File: src/rtl/ul8_mem_pkg.sv
// Shared defaults and FSM state type for the ul8 memory access blocks.
package ul8_mem_pkg;

  localparam int ADDR_W_DEF = 5;
  localparam int DATA_W_DEF = 8;

  typedef enum logic [2:0] {
    IDLE,
    ISSUE,
    CAPTURE,
    RESP,
    CLEAR
  } state_t;

endpackage

File: src/rtl/ram_access_ctrl.sv
// Single-outstanding CPU-to-RAM access controller with fixed load/store latency.
// Optional zero-fill of the whole RAM is compiled in with RAM_ACCESS_CTRL_CLEAR_EN.
module ram_access_ctrl
  import ul8_mem_pkg::*;
#(
  parameter int ADDR_W = ADDR_W_DEF,
  parameter int DATA_W = DATA_W_DEF
) (
  input  logic              clk,
  input  logic              rst_n,
  input  logic              req_valid,
  input  logic              req_write,
  input  logic [ADDR_W-1:0] req_addr,
  input  logic [DATA_W-1:0] req_wdata,
  output logic              req_ready,
  output logic              rsp_valid,
  input  logic              rsp_ready,
  output logic [DATA_W-1:0] rsp_rdata,
  output logic [ADDR_W-1:0] ram_address,
  output logic [DATA_W-1:0] ram_value_in,
  output logic              ram_write,
  input  logic [DATA_W-1:0] ram_value_out,
  input  logic              clear_start,
  output logic              clear_busy
);

  state_t state;

`ifdef RAM_ACCESS_CTRL_CLEAR_EN
  assign req_ready = (state == IDLE) && !clear_start;
`else
  logic unused_clear_start;
  assign unused_clear_start = clear_start;
  assign req_ready  = (state == IDLE);
  assign clear_busy = 1'b0;
`endif

  // The RAM port registers double as the latched request; ram_address is also
  // the zero-fill counter, so CLEAR needs no extra state.
  always_ff @(posedge clk or negedge rst_n) begin
    if (!rst_n) begin
      state        <= IDLE;
      rsp_valid    <= 1'b0;
      rsp_rdata    <= '0;
      ram_address  <= '0;
      ram_value_in <= '0;
      ram_write    <= 1'b0;
`ifdef RAM_ACCESS_CTRL_CLEAR_EN
      clear_busy   <= 1'b0;
`endif
    end else begin
      case (state)
        IDLE: begin
`ifdef RAM_ACCESS_CTRL_CLEAR_EN
          if (clear_start) begin
            state        <= CLEAR;
            clear_busy   <= 1'b1;
            ram_address  <= '0;
            ram_value_in <= '0;
            ram_write    <= 1'b1;
          end else
`endif
          if (req_valid) begin
            state        <= ISSUE;
            ram_address  <= req_addr;
            ram_value_in <= req_wdata;
            ram_write    <= req_write;
          end
        end
        ISSUE: begin
          ram_write <= 1'b0;
          state     <= CAPTURE;
        end
        CAPTURE: begin
          rsp_rdata <= ram_value_out;
          rsp_valid <= 1'b1;
          state     <= RESP;
        end
        RESP: begin
          if (rsp_ready) begin
            rsp_valid <= 1'b0;
            state     <= IDLE;
          end
        end
`ifdef RAM_ACCESS_CTRL_CLEAR_EN
        CLEAR: begin
          if (ram_address == '1) begin
            ram_write  <= 1'b0;
            clear_busy <= 1'b0;
            state      <= IDLE;
          end else begin
            ram_address <= ram_address + 1'b1;
          end
        end
`endif
        default: begin
          ram_write <= 1'b0;
          rsp_valid <= 1'b0;
          state     <= IDLE;
        end
      endcase
    end
  end

endmodule

File: config.mk
export PLATFORM = sky130hd
export DESIGN_NAME = ram_access_ctrl
export DESIGN_NICKNAME = d
export VERILOG_FILES = /design/src/rtl/ul8_mem_pkg.sv /design/src/rtl/ram_access_ctrl.sv
export SDC_FILE = /design/constraint.sdc
export NUM_CORES = 1
export LEC_CHECK = 0
export ABC_AREA = 1
export BUFFER_PORTS_ARGS = -buffer_cell sky130_fd_sc_hd__buf_2
export CAP_MARGIN = 20
export CORE_MARGIN = 4
export CORE_UTILIZATION = 45
export DETAILED_ROUTE_END_ITERATION = 10
export GPL_ROUTABILITY_DRIVEN = 0
export GPL_TIMING_DRIVEN = 1
export PLACE_DENSITY = 0.86
export SLEW_MARGIN = 20
export SYNTH_ARGS = -nofsm -noshare
export SYNTH_HDL_FRONTEND = slang
export SYNTH_SLANG_ARGS = --single-unit
File: constraint.sdc
create_clock -name clk -period 2.15 [get_ports clk]
set_input_delay 0.215 -clock clk [delete_from_list [all_inputs] [get_ports clk]]
set_output_delay 0.215 -clock clk [all_outputs]
set_load 0.03 [all_outputs]
==> reports/metrics.csv <==
metric,value,unit
diodes,0,
antenna_left,0,
path_cells,inv_1 > ha_1 > buf_2,
fin_skew,0.01039,ns
cp_slowest_cell,dfrtp_1,
critical_path_class,reg2out,
antenna_found_initial,0,
r2r-end,rsp_rdata[7]$_DFFE_PN0N_,
post-route-drc-count,0,
fin_ws,0.5483,ns
drtIter0Drc,60,
die_x,58.05,um
hold_buffers,1,
synth_warnings,0,
synth_top_family_by_area,simple AND/OR/NAND/NOR gates,
grt_pass1_wl,4167,um
p_int,1133,uW
dp_slack,0.7142,ns
worst_setup_path_end_kind,output pin,
muxShareOfSynthArea,0,
start_util,0.4907,
io-pin-count,52,
clk_latency,0.31,ns
nets,215,
grt_max_degree,26,
p_per_area,1624,nW/um2
cts_setup_buffers,0,
synth_area_leaders,"dfrtp_1 55%, nand2_1 21%, ha_1 7.8%",
worst_pin_slew,0.5498,ns
clockBufferDepth,2,
synth_top_cell_area_share,0.5549,
root_buffer,clkbuf_4,
synth-simple-area-share,0.2986,
htreeDepth,1,
start_kind,register,
cts_resized,0,
yosysUniqueCellTypes,14,
synth_fa_ha_area_frac,0.07769,
viasPerCell,4.740,
wl_per_cell,11.89,um
arrival,1.39,ns
cts_tree,done,
status,completed,
drive_gt1_frac,0.3111,
ys_seq_elements,25,
ys_seq_area_frac,0.5549,
r2r_slack,0.67,ns
area_growth,25.42,%
portBuffers,49,
relSlewSlack,0.6334,
dieArea,3370,um2
hpwlAfterDp,1899,um
setup_viol,0,
hold_start,ram_value_out[6],
crit_start,state[0]$_DFFE_PN0P_,
r2r-start,state[0]$_DFFE_PN0P_,
syn_nets,164,
drv_slew,0,
core,2297,um2
die_h,58.05,um
grt_usage,0.1560,
core.rowCount,17,
p_switching,1163,uW
grt_setup_unrepaired,false,
path_max_fanout,5,
ir_drop,0.0008808,V
grt_pass1_vias,1002,
critPathMaxStageDelay,0.47,ns
post-route-period-util,0.7450,
hold_path_end,rsp_rdata[6]$_DFFE_PN0N_,
p_sw_frac,0.5064,
p_total,2296,uW
timing.hold.ws,0.1002,ns
routed_wl,2474,um
power_frac_seq,0.356,
num_vias,986,
maxCapViolations,0,
reg2regPathDepth,5,
pwr-share-comb,0.557,
syn_area_per_cell,8.672,um2
synth-xor-area-share,0,
worstHoldPathCells,3,
cts_made_buffers,3,
clock_sinks,25,
synth_area,1127,um2
synth_compound_area_frac,0.004440,
final_core_util,0.6155,
netlist_instances,130,
crit_required,1.93,ns
hold_viol_final,0,
clock_power_share,0.087,
fin_crit,1.602,ns
dr.pass1.iters,4,
max_freq,0.6243,GHz
hp-class,in2reg,
yosysTopAreaCell,dfrtp_1,
p_leak,0.0008616,uW
timing.setup.tns,0,ns
clk_pin_slew,0.13,ns
grt-ovfl-total,0,
area by class of cell:
| type | count | area, um2 |
|---|---|---|
| timing repair buffer | 51 | 262.8 |
| tap | 28 | 35.03 |
| inverter | 8 | 30.03 |
| sequential | 25 | 625.6 |
| clock inverter | 1 | 5.005 |
| multi-input combinational | 92 | 432.9 |
| clock buffer | 3 | 22.52 |
| fill | 202 | 883.3 |
how the worst max path moves through the flow:
stage                               end  slack (ns)  cells after the start
2_1_floorplan      state[1]$_DFFE_PN0P_        0.75                      7
3_3_place_gp   rsp_rdata[7]$_DFFE_PN0N_        0.76                      5
3_5_place_dp   rsp_rdata[0]$_DFFE_PN0N_        0.71                      5
4_1_cts                       req_ready        0.55                      3
5_1_grt                       req_ready        0.43                      3
6_report                      req_ready        0.55                      3
metal layers:
metal  vias up  share of wire  track usage
met5         -              0            0
met4         0         0.0057      0.04967
met3         2          0.082      0.02895
met2        36           0.50       0.2726
met1       447           0.41       0.1938
li1        501              -            -
cell families (layout without fill, tap and decap cells):
| group | after synthesis | after routing |
|---|---|---|
| AOI/OAI and AO/OA | 1 | 1 |
| adders and majority gates | 7 | 7 |
| buffers and inverters | 13 | 63 |
| DFF | 25 | 25 |
| other | 1 | 1 |
| and+or+nand+nor | 83 | 83 |
synth_stat cells:
cell       n
nor2_1     3
nand3_1   14
nand2_2    2
ha_1       7
buf_4      3
o21ai_1    1
buf_2      1
buf_6      1
nand4_1    1
conb_1     1
clkinv_1   1
nand2_1   63
inv_1      7
dfrtp_1   25
through the flow:
stage               instance area, um2  instances
global placement                  1376        203
detailed placement                1376        203
CTS                               1414        208
floorplan                         1127        130
global route                      1414        208
finish                            1414        208
power groups by stage:
stage / combinational [uW] / sequential (uW) / clock [uW]
after global routing: 1410 / 844 / 232
after floorplan: 527 / 1220 / 0
after CTS: 1300 / 814 / 207
after global placement: 1250 / 818 / 0
after detailed placement: 1290 / 823 / 0
final: 1280 / 817 / 201
sequential cells by signal, summed over array words and instances, names as in the netlist:
name,flops
state,2
ram_value_in,8
ram_address,5
ram_write,1
rsp_rdata,8
rsp_valid,1
critical path, delay by kind of cell, from the launching register on:
kind / cells / cell delay (ns)
fa+ha+maj: 1 / 0.23
buf+inv: 2 / 0.38
flops: 1 / 0.47
layout by cell type (no fill, tap or decap):
| master | count |
|---|---|
| nand2_1 | 63 |
| buf_2 | 49 |
| dfrtp_1 | 25 |
| nand3_1 | 14 |
| inv_1 | 7 |
| ha_1 | 7 |
| nor2_1 | 3 |
| clkbuf_4 | 3 |
| nand2_2 | 2 |
| clkinv_1 | 1 |
| nand4_1 | 1 |
| o21ai_1 | 1 |
| conb_1 | 1 |
| clkinv_2 | 1 |
| dlygate4sd3_1 | 1 |
| buf_4 | 1 |
(Power assumes the default switching activity.)
